--- src/rtl/vend_pkg.sv ---
// Shared constants for the vending coin scheduler: coin encoding, FSM states,
// and the default post-vend hold length.
package vend_pkg;

    localparam logic COIN_ONE = 1'b0;
    localparam logic COIN_TWO = 1'b1;

    localparam int HOLD_CYC_DEF = 2;

    typedef enum logic [1:0] {
        IDLE   = 2'd0,
        DRIVE  = 2'd1,
        SETTLE = 2'd2,
        HOLD   = 2'd3
    } state_e;

endpackage

--- src/rtl/vend_coin_fifo.sv ---
// QDEPTH x 1-bit circular coin FIFO. Depth is a power of two, so the read and
// write pointers wrap on their own. The caller never pushes when the FIFO is
// full and never pops when it is empty.
module vend_coin_fifo #(
    parameter int QDEPTH = 4
) (
    input  logic                    clk,
    input  logic                    reset,
    input  logic                    push_i,
    input  logic                    din_i,
    input  logic                    pop_i,
    output logic                    dout_o,
    output logic [$clog2(QDEPTH):0] count_o,
    output logic                    full_o,
    output logic                    empty_o
);

    localparam int AW = $clog2(QDEPTH);
    localparam int CW = AW + 1;

    logic [QDEPTH-1:0] mem_q;
    logic [AW-1:0]     wr_ptr_q, rd_ptr_q;
    logic [CW-1:0]     count_q;

    // Storage and pointers; a simultaneous push and pop leaves occupancy unchanged
    always_ff @(posedge clk or negedge reset) begin
        if (!reset) begin
            mem_q    <= '0;
            wr_ptr_q <= '0;
            rd_ptr_q <= '0;
            count_q  <= '0;
        end else begin
            if (push_i) begin
                mem_q[wr_ptr_q] <= din_i;
                wr_ptr_q        <= wr_ptr_q + AW'(1);
            end
            if (pop_i) rd_ptr_q <= rd_ptr_q + AW'(1);
            case ({push_i, pop_i})
                2'b10:   count_q <= count_q + CW'(1);
                2'b01:   count_q <= count_q - CW'(1);
                default: count_q <= count_q;
            endcase
        end
    end

    assign dout_o  = mem_q[rd_ptr_q];
    assign count_o = count_q;
    assign full_o  = (count_q == CW'(QDEPTH));
    assign empty_o = (count_q == '0);

endmodule

--- src/rtl/vend_coin_sched.sv ---
// Coin scheduler in front of the vending core: round-robin arbitration over
// the coin acceptors, a coin FIFO, and an FSM that emits spaced, mutually
// exclusive one_in/two_in pulses and pauses after each detected vend.
// Optional statistics counters are built when VEND_SCHED_STATS_EN is defined.
module vend_coin_sched
    import vend_pkg::*;
#(
    parameter int NUM_SLOTS = 2,
    parameter int QDEPTH    = 4,
    parameter int HOLD_CYC  = HOLD_CYC_DEF
) (
    input  logic                    clk,
    input  logic                    reset,
    input  logic [NUM_SLOTS-1:0]    coin_req,
    input  logic [NUM_SLOTS-1:0]    coin_val,
    output logic [NUM_SLOTS-1:0]    coin_ack,
    output logic                    one_in,
    output logic                    two_in,
    input  logic                    choco_out,
    input  logic                    chng_out,
    output logic                    vend_pulse,
    output logic                    chng_pulse,
    output logic [$clog2(QDEPTH):0] q_count,
    output logic                    busy
`ifdef VEND_SCHED_STATS_EN
    ,
    output logic [15:0]             vend_cnt,
    output logic [15:0]             chng_cnt,
    output logic [7:0]              drop_cnt
`endif
);

    localparam int SW = (NUM_SLOTS > 1) ? $clog2(NUM_SLOTS) : 1;

    logic [SW-1:0]        rr_q, gnt_idx;
    logic                 gnt_vld, push, pop;
    logic [NUM_SLOTS-1:0] ack_q, ack_d;
    logic                 fifo_dout, fifo_full, fifo_empty;
    state_e               state_q;
    logic [2:0]           hold_q;
    logic                 one_q, two_q, vend_q, chng_q;

    vend_coin_fifo #(.QDEPTH(QDEPTH)) u_fifo (
        .clk     (clk),
        .reset   (reset),
        .push_i  (push),
        .din_i   (coin_val[gnt_idx]),
        .pop_i   (pop),
        .dout_o  (fifo_dout),
        .count_o (q_count),
        .full_o  (fifo_full),
        .empty_o (fifo_empty)
    );

    // Round-robin search starting one past the last granted slot
    always_comb begin
        logic [SW-1:0] cand;
        cand    = '0;
        gnt_vld = 1'b0;
        gnt_idx = rr_q;
        for (int i = 1; i <= NUM_SLOTS; i++) begin
            cand = SW'((int'(rr_q) + i) % NUM_SLOTS);
            if (!gnt_vld && coin_req[cand]) begin
                gnt_vld = 1'b1;
                gnt_idx = cand;
            end
        end
    end

    // Occupancy is the registered count, so a pop in the same cycle does not make room
    assign push = gnt_vld && !fifo_full;
    assign pop  = (state_q == IDLE) && !fifo_empty;

    // One-hot acceptance for the granted slot
    always_comb begin
        ack_d = '0;
        if (push) ack_d[gnt_idx] = 1'b1;
    end

    // Ack register and round-robin pointer (pointer moves only on a grant)
    always_ff @(posedge clk or negedge reset) begin
        if (!reset) begin
            ack_q <= '0;
            rr_q  <= SW'(NUM_SLOTS - 1);
        end else begin
            ack_q <= ack_d;
            if (push) rr_q <= gnt_idx;
        end
    end

    // Feed FSM: pop -> 1-cycle pulse -> settle/sample core -> optional hold after a vend
    always_ff @(posedge clk or negedge reset) begin
        if (!reset) begin
            state_q <= IDLE;
            hold_q  <= '0;
            one_q   <= 1'b0;
            two_q   <= 1'b0;
            vend_q  <= 1'b0;
            chng_q  <= 1'b0;
        end else begin
            one_q  <= 1'b0;
            two_q  <= 1'b0;
            vend_q <= 1'b0;
            chng_q <= 1'b0;
            case (state_q)
                IDLE: if (!fifo_empty) begin
                    one_q   <= (fifo_dout == COIN_ONE);
                    two_q   <= (fifo_dout == COIN_TWO);
                    state_q <= DRIVE;
                end
                DRIVE: state_q <= SETTLE;
                SETTLE: if (choco_out) begin
                    vend_q  <= 1'b1;
                    chng_q  <= chng_out;
                    hold_q  <= '0;
                    state_q <= HOLD;
                end else begin
                    state_q <= IDLE;
                end
                HOLD: if (hold_q == 3'(HOLD_CYC - 1)) state_q <= IDLE;
                      else hold_q <= hold_q + 3'd1;
                default: state_q <= IDLE;
            endcase
        end
    end

    assign coin_ack   = ack_q;
    assign one_in     = one_q;
    assign two_in     = two_q;
    assign vend_pulse = vend_q;
    assign chng_pulse = chng_q;
    assign busy       = !fifo_empty || (state_q != IDLE);

`ifdef VEND_SCHED_STATS_EN
    logic [15:0] vend_cnt_q, chng_cnt_q;
    logic [7:0]  drop_cnt_q;

    // Saturating event counters
    always_ff @(posedge clk or negedge reset) begin
        if (!reset) begin
            vend_cnt_q <= '0;
            chng_cnt_q <= '0;
            drop_cnt_q <= '0;
        end else begin
            if (vend_q && vend_cnt_q != 16'hFFFF) vend_cnt_q <= vend_cnt_q + 16'd1;
            if (chng_q && chng_cnt_q != 16'hFFFF) chng_cnt_q <= chng_cnt_q + 16'd1;
            if ((|coin_req) && fifo_full && drop_cnt_q != 8'hFF)
                drop_cnt_q <= drop_cnt_q + 8'd1;
        end
    end

    assign vend_cnt = vend_cnt_q;
    assign chng_cnt = chng_cnt_q;
    assign drop_cnt = drop_cnt_q;
`endif

endmodule

--- config.mk ---
export PLATFORM = sky130hd
export DESIGN_NAME = vend_coin_sched
export DESIGN_NICKNAME = d
export VERILOG_FILES = /design/src/rtl/vend_pkg.sv /design/src/rtl/vend_coin_fifo.sv /design/src/rtl/vend_coin_sched.sv
export SDC_FILE = /design/constraint.sdc
export NUM_CORES = 1
export LEC_CHECK = 0
export CAP_MARGIN = 20
export CELL_PAD_IN_SITES_DETAIL_PLACEMENT = 1
export CELL_PAD_IN_SITES_GLOBAL_PLACEMENT = 1
export CORE_MARGIN = 2
export CORE_UTILIZATION = 37
export CTS_BUF_LIST = sky130_fd_sc_hd__clkbuf_16
export DETAILED_ROUTE_END_ITERATION = 12
export GPL_TIMING_DRIVEN = 0
export PLACE_DENSITY_LB_ADDON = 0.1
export SLEW_MARGIN = 20
export SYNTH_ARGS = -nofsm -noshare
export SYNTH_HDL_FRONTEND = slang
export SYNTH_SLANG_ARGS = --single-unit
export TNS_END_PERCENT = 20
--- constraint.sdc ---
create_clock -name clk -period 1.9 [get_ports clk]
set_input_delay 0.38 -clock clk [delete_from_list [all_inputs] [get_ports clk]]
set_output_delay 0.38 -clock clk [all_outputs]
set_load 0.05 [all_outputs]
After elaboration in Yosys (flattened, before gate mapping)

Cells that the tools add are included.

Flip-flop bits (word level): 23
Bits of input ports: 8
Output and inout port bits: 10
Logic and storage cells: 88

Add/subtract/negate cells: 7
Order comparisons: 7
Equality and inequality tests: 11
Mux-type cells: 34
Bitwise operators: 1
Reduce and logical (&&, ||, !) cells: 16

Operators by type and width:

| operator              | number |
|---|---|
| $mux W1               | 21 |
| $pmux W3 S2           | 2 |
| $mux W2               | 4 |
| $ne A2 B2 Y1 const B  | 4 |
| $pmux W2 S4           | 1 |
| $add A3 B1 Y3 const B | 2 |
| $eq A2 B2 Y1 const B  | 3 |
| $lt A1 B2 Y1 const B  | 3 |
| $lt A2 B3 Y1 const B  | 2 |
| $mux W3               | 2 |
| $reduce_bool A2 Y1    | 3 |
| $logic_and A1 B1 Y1   | 5 |
| $add A2 B1 Y2 const B | 2 |
| $bwmux W4             | 1 |
| $eq A2 B1 Y1 const B  | 2 |
| $eq A3 B1 Y1 const B  | 1 |
| $eq A3 B3 Y1 const B  | 1 |
| $logic_not A1 Y1      | 3 |
| $logic_not A3 Y1      | 1 |
| $reduce_and A3 Y1     | 1 |
| $sub A3 B1 Y3 const B | 1 |
| $add A1 B1 Y1 const B | 2 |
| $bmux W1 S2           | 1 |
| $demux W1 S2          | 1 |
| other kinds (7)       | 7 |

Logic depth before layout (Yosys ltp)

Word-level depth: 12
Gate-level depth with buffers: 10
Mapped depth without buffers: 9

Modules after synthesis

From an unflattened synthesis, not the netlist that was laid out.

Cell total of the unflattened synthesis: 100
Area total of the unflattened synthesis: 1149.9 µm²

By module, submodules not included:

| module          | times used | cells an instance | area each (µm²) | sequential area each (µm²) |
|---|---|---|---|---|
| vend_coin_sched | 1          | 54                | 589.3           | 301.5 |
| vend_coin_fifo  | 1          | 46                | 560.5           | 275.3 |

Least setup slack after synthesis

No wires, ideal clock.

Path kind: register to register
From: register u_fifo.count_q[1] (netlist: u_fifo.count_o[1])
To: register u_fifo.count_q[2] (netlist: u_fifo.count_o[2])
Setup time: 149 ps
Arrival: 2020 ps
Slack: -269 ps
Cell stages (with the launch flop): 11
Path buffers: 1
Clock period less this slack: 2169 ps
Cells stage by stage: dfrtp_1 inv_1 a31oi_4 buf_6 inv_2 ha_1 inv_1 fa_1 xor2_1 nor2_1 xor2_1

Longest elaborated chain between the ends: 5
Elaborated cells between the ends (all ways): 12
Classes of those cells: 2 x add/sub; 3 x eq/ne; 1 x mux; 6 x reduce/logical

Ends and longest elaborated chain:

| what                                              | RTL line                                     | source |
|---|---|---|
| start: declaration                                | vend_coin_fifo.sv:23                         | `logic [CW-1:0] count_q;` |
| start signal: assignment                          | vend_coin_fifo.sv:39                         | `2'b10: count_q <= count_q + CW'(1);` |
| start signal: assignment                          | vend_coin_fifo.sv:40                         | `2'b01: count_q <= count_q - CW'(1);` |
| start signal: assignment                          | vend_coin_fifo.sv:41                         | `default: count_q <= count_q;` |
| $eq A3 B3 Y1 or $logic_not A3 Y1 (tied branches)  | vend_coin_fifo.sv:48, vend_coin_fifo.sv:49   |  |
| $logic_not A1 Y1, on equally long branches        | vend_coin_sched.sv:71, vend_coin_sched.sv:72 |  |
| $logic_and A1 B1 Y1, on equally long branches     | vend_coin_sched.sv:71, vend_coin_sched.sv:72 |  |
| $eq A2 B1 Y1 or $eq A2 B2 Y1 (tied branches)      | vend_coin_fifo.sv:38                         | `case ({push_i, pop_i})` |
| $pmux W3 S2 or $reduce_bool A2 Y1 (tied branches) | --                                           |  |

Several ways; a longest one is shown, not always the timed one.
A chain may end at the register's enable or synchronous reset.

Worst setup path after layout

From: register u_fifo.count_q[0] (netlist: u_fifo.count_o[0])
To: register u_fifo.count_q[2] (netlist: u_fifo.count_o[2])

Same word-level chain as after synthesis.

==> results.tsv <==
stage	metric	value	unit
status	outcome	complete, but fails checks	
status	violations	design-rule violations	
clock_tree	clock_sinks	23	
global_routing	antenna_found_initial	0	
critical_path	crit_path_cell_trace	inv_4, a31oi_4, buf_6, inv_4, ha_4, inv_1, fa_2, xor2_1, nor2_1, xor2_1	
critical_path	critPathCaptureType	flop	
timing	max_clock_freq	0.544	GHz
final_layout	commonest_cells_after_routing_fill_and_taps_aside	sky130_fd_sc_hd__dfrtp_1, sky130_fd_sc_hd__nand2_1, sky130_fd_sc_hd__clkdlybuf4s50_1, sky130_fd_sc_hd__o21ai_0, sky130_fd_sc_hd__ha_1	
timing	hold_ws	0.0982	ns
yosys	synthesized_flop_and_latch_total	23	
route	finalWirelength	2220	µm
timing	final_cycle_share	0.967	
timing	finalClockSkew	0.00233	ns
global_routing	number_of_global_route_vias_before_repair	884	
place	place_hpwl	1570	µm
clock_tree	ctsLongestPathBuffers	2	
global_routing	overflow	0	
clock_tree	clock_root_buffer_master	sky130_fd_sc_hd__clkbuf_16	
critical_path	critPathKind	flop to flop	
pwr	p_comb_frac	0.490	
pwr	power_density	1940	mW/mm²
floorplanning	floorplan.rows	19	
clock_tree	post_cts_hold_buffer_count	0	
global_routing	gr-usage-all-layers	0.156	
floorplanning	die_y	58.6	µm
timing	report.final.slew_viol_count	0	
clock_tree	clk_transition_reported_paths	0.06	ns
critical_path	crit_path_start_kind	flop	
timing	timing.setup.tns	0	ns
floorplanning	die_outline_area	0.00344	mm²
timing	slew_headroom	0.652	
final_layout	antenna-diode-count	0	
final_layout	syn2layout_area_growth	32.5	%
floorplanning	floorplan.die.width	58.6	µm
place	portBuffers	17	
route	detail_route.iter0.violations	23	
final_layout	postLayoutCoreUtil	0.522	
yosys	yosys-top-cells-area	sky130_fd_sc_hd__dfrtp_1, sky130_fd_sc_hd__ha_1, sky130_fd_sc_hd__nand2_1	
pwr	pwr-share-clk	0.161	
timing	timing_worst_slew_pin_value	0.517	ns
final_layout	layout.cells.most_common	sky130_fd_sc_hd__dfrtp_1	
route	vias_per_cell	5.02	
yosys	synthesis.area	0.00110	mm²
yosys	post-synth-top-area-cell	sky130_fd_sc_hd__dfrtp_1	
yosys	synth_nets	112	
timing	finalWorstPathRequiredPeriod	1.84	ns
route	route.antenna.remaining_nets	0	
timing	grt_setup_unrepaired	true	
pwr	ir_drop	0.754	mV
worst_hold_path	worst_hold_class	primary input to asynchronous set/reset pin	
timing	timing.final.hold_violations	0	
timing	setup_viol_count_final	0	
final_layout	design.final.nets	138	
clock_tree	cts_max_level	1	
floorplanning	initial_core_util	0.394	
yosys	syn_inst	96	
job	timing.max_cap.violations	0	
critical_path	cpPeakStageDelay	0.46	ns
route	drc	2	
pwr	netSwitchingFraction	0.422	
yosys	synth_largest_type_area_fraction	0.498	
critical_path	slowest_stage	sky130_fd_sc_hd__dfrtp_2	
route	routed-via-count	763	
pwr	p_int	1.64	mW
place	routabilityCongestion	0.724	
global_routing	grt_max_degree	24	
global_routing	first_pass_grt_wire_length	3970	µm
clock_tree	cts_tree	done	
clock_tree	cts_buffers	3	
route	routed_wire_length_per_instance	14.6	µm
yosys	syn-mean-instance-area	11.5	µm²
floorplanning	core_area	0.00281	mm²
critical_path	crit_arrival	2.01	ns
yosys	synth.yosys.warnings	0	
pwr	cellLeakagePower	0.666	nW
critical_path	worstPathMaxFanout	5	
floorplanning	number_of_placed_i_o_pins	18	
critical_path	cp_data_required_time	2.08	ns
yosys	ys_types	29	
final_layout	drive_above_1_share	0.256	
clock_tree	clkLatencyLatePin	0.25	ns
pwr	switching_power	1.20	mW
pwr	pwr-share-seq	0.349	
route	detail_route.first_pass.iterations	8	
yosys	synth-seq-area-share	0.522	
==> cell families (layout without fill, tap and decap cells) <==
group,after synthesis,after routing,synth area share
adders and majority gates,8,8,0.0974
and+or+nand+nor,26,26,0.131
xor gates and xnor gates,6,6,0.0476
DFF,23,23,0.522
AOI/OAI and AO/OA,22,22,0.135
buffers and inverters,9,34,0.0374
muxes,2,2,0.0294
==> repair_timing <==
| action | CTS | global route |
|---|---|---|
| buffers inserted | 0 | 4 |
| endpoints found under the hold margin | 0 | 0 |
| pin swaps | 1 | 2 |
| endpoints found under the setup margin | 4 | 5 |
| resized for setup | 5 | 10 |
==> critical path, delay by kind of cell (launching register included) <==
family / cells / cell delay (ns)
AO/OA/AOI/OAI: 1 / 0.10
XOR/XNOR: 2 / 0.29
adder cells (fa/ha/maj): 2 / 0.46
buffers and inverters: 4 / 0.34
flip-flops: 1 / 0.46
AND/OR/NAND/NOR: 1 / 0.11
==> flip-flops by register name, summed over array words and instances (netlist names) <==
| register | flops |
|---|---|
| u_fifo.wr_ptr_q | 2 |
| coin_ack | 2 |
| chng_pulse | 1 |
| u_fifo.mem_q | 4 |
| vend_pulse | 1 |
| u_fifo.rd_ptr_q | 2 |
| one_in | 1 |
| u_fifo.count_o | 3 |
| two_in | 1 |
| state_q | 2 |
| hold_q | 3 |
| rr_q | 1 |
==> worst paths after layout <==
kind / cells past startpoint / slack, ns / start / endpoint
worst max-delay path: 10 / 0.06 / u_fifo.count_o[0] / u_fifo.count_o[2]
worst min-delay path: 1 / 0.1 / reset / one_in
worst max register to register: 10 / 0.06 / u_fifo.count_o[0] / u_fifo.count_o[2]
worst min register to register: 1 / 0.50 / u_fifo.rd_ptr_q[1] / u_fifo.rd_ptr_q[1]
max in group asynchronous: 1 / 1.42 / reset / state_q[0]
min in group clk: 2 / 0.47 / coin_req[0] / rr_q
==> layer usage <==
layer / wire, µm / GRT usage
met2: 1110 / 0.266
met5: 0 / 0
met3: 86 / 0.0264
met1: 1000 / 0.194
met4: 17 / 0.0682
==> power groups by stage <==
stage / Sequential [mW] / Clock, mW / Combinational, mW
after global placement: 0.954 / 0 / 1.30
final: 0.992 / 0.456 / 1.39
after global routing: 1.04 / 0.497 / 1.55
after CTS: 0.965 / 0.479 / 1.35
after floorplan: 1.18 / 0 / 0.750
after detailed placement: 0.965 / 0 / 1.35
==> Yosys cell counts <==
cell type,n
sky130_fd_sc_hd__mux4_2,1
sky130_fd_sc_hd__dfstp_2,1
sky130_fd_sc_hd__xor2_1,2
sky130_fd_sc_hd__nor4bb_1,1
sky130_fd_sc_hd__a31oi_4,1
sky130_fd_sc_hd__xnor2_1,4
sky130_fd_sc_hd__inv_1,6
sky130_fd_sc_hd__nand2b_4,1
sky130_fd_sc_hd__nand2_1,11
sky130_fd_sc_hd__o21ai_2,1
sky130_fd_sc_hd__ha_1,7
sky130_fd_sc_hd__dfrtp_1,22
sky130_fd_sc_hd__and3b_1,1
sky130_fd_sc_hd__a22o_1,2
sky130_fd_sc_hd__a21o_1,2
sky130_fd_sc_hd__o21ai_0,6
sky130_fd_sc_hd__inv_2,2
sky130_fd_sc_hd__nor2b_1,1
sky130_fd_sc_hd__nor2_2,1
sky130_fd_sc_hd__fa_1,1
sky130_fd_sc_hd__nand2b_1,1
sky130_fd_sc_hd__buf_6,1
sky130_fd_sc_hd__mux2i_1,1
sky130_fd_sc_hd__nor3_2,1
sky130_fd_sc_hd__a21oi_1,5
sky130_fd_sc_hd__nor2_1,4
sky130_fd_sc_hd__and2_1,3
sky130_fd_sc_hd__nor2b_2,1
sky130_fd_sc_hd__a31oi_1,5
==> cell type report <==
cell class                 instances  area [µm²]
buffer                             1        11.3
clock buffer                       3        75.1
clock inverter                     1        5.00
fill                             299        1340
inverter                           8        37.5
multi-input combinational         64         518
sequential                        23         583
tap                               31        38.8
timing repair buffer              21         195
==> metrics by stage <==
step | instances | power [mW] | setup WS [ns] | instance area (µm²)
detailed placement | 144 | 2.32 | -0.494 | 1340
floorplan | 96 | 1.93 | -0.0408 | 1130
finish | 152 | 2.84 | 0.0625 | 1460
global placement | 144 | 2.26 | -0.474 | 1340
CTS | 148 | 2.80 | -0.116 | 1410
global route | 152 | 3.09 | -0.0290 | 1460
No activity file was read; power rests on OpenSTA's default activity.
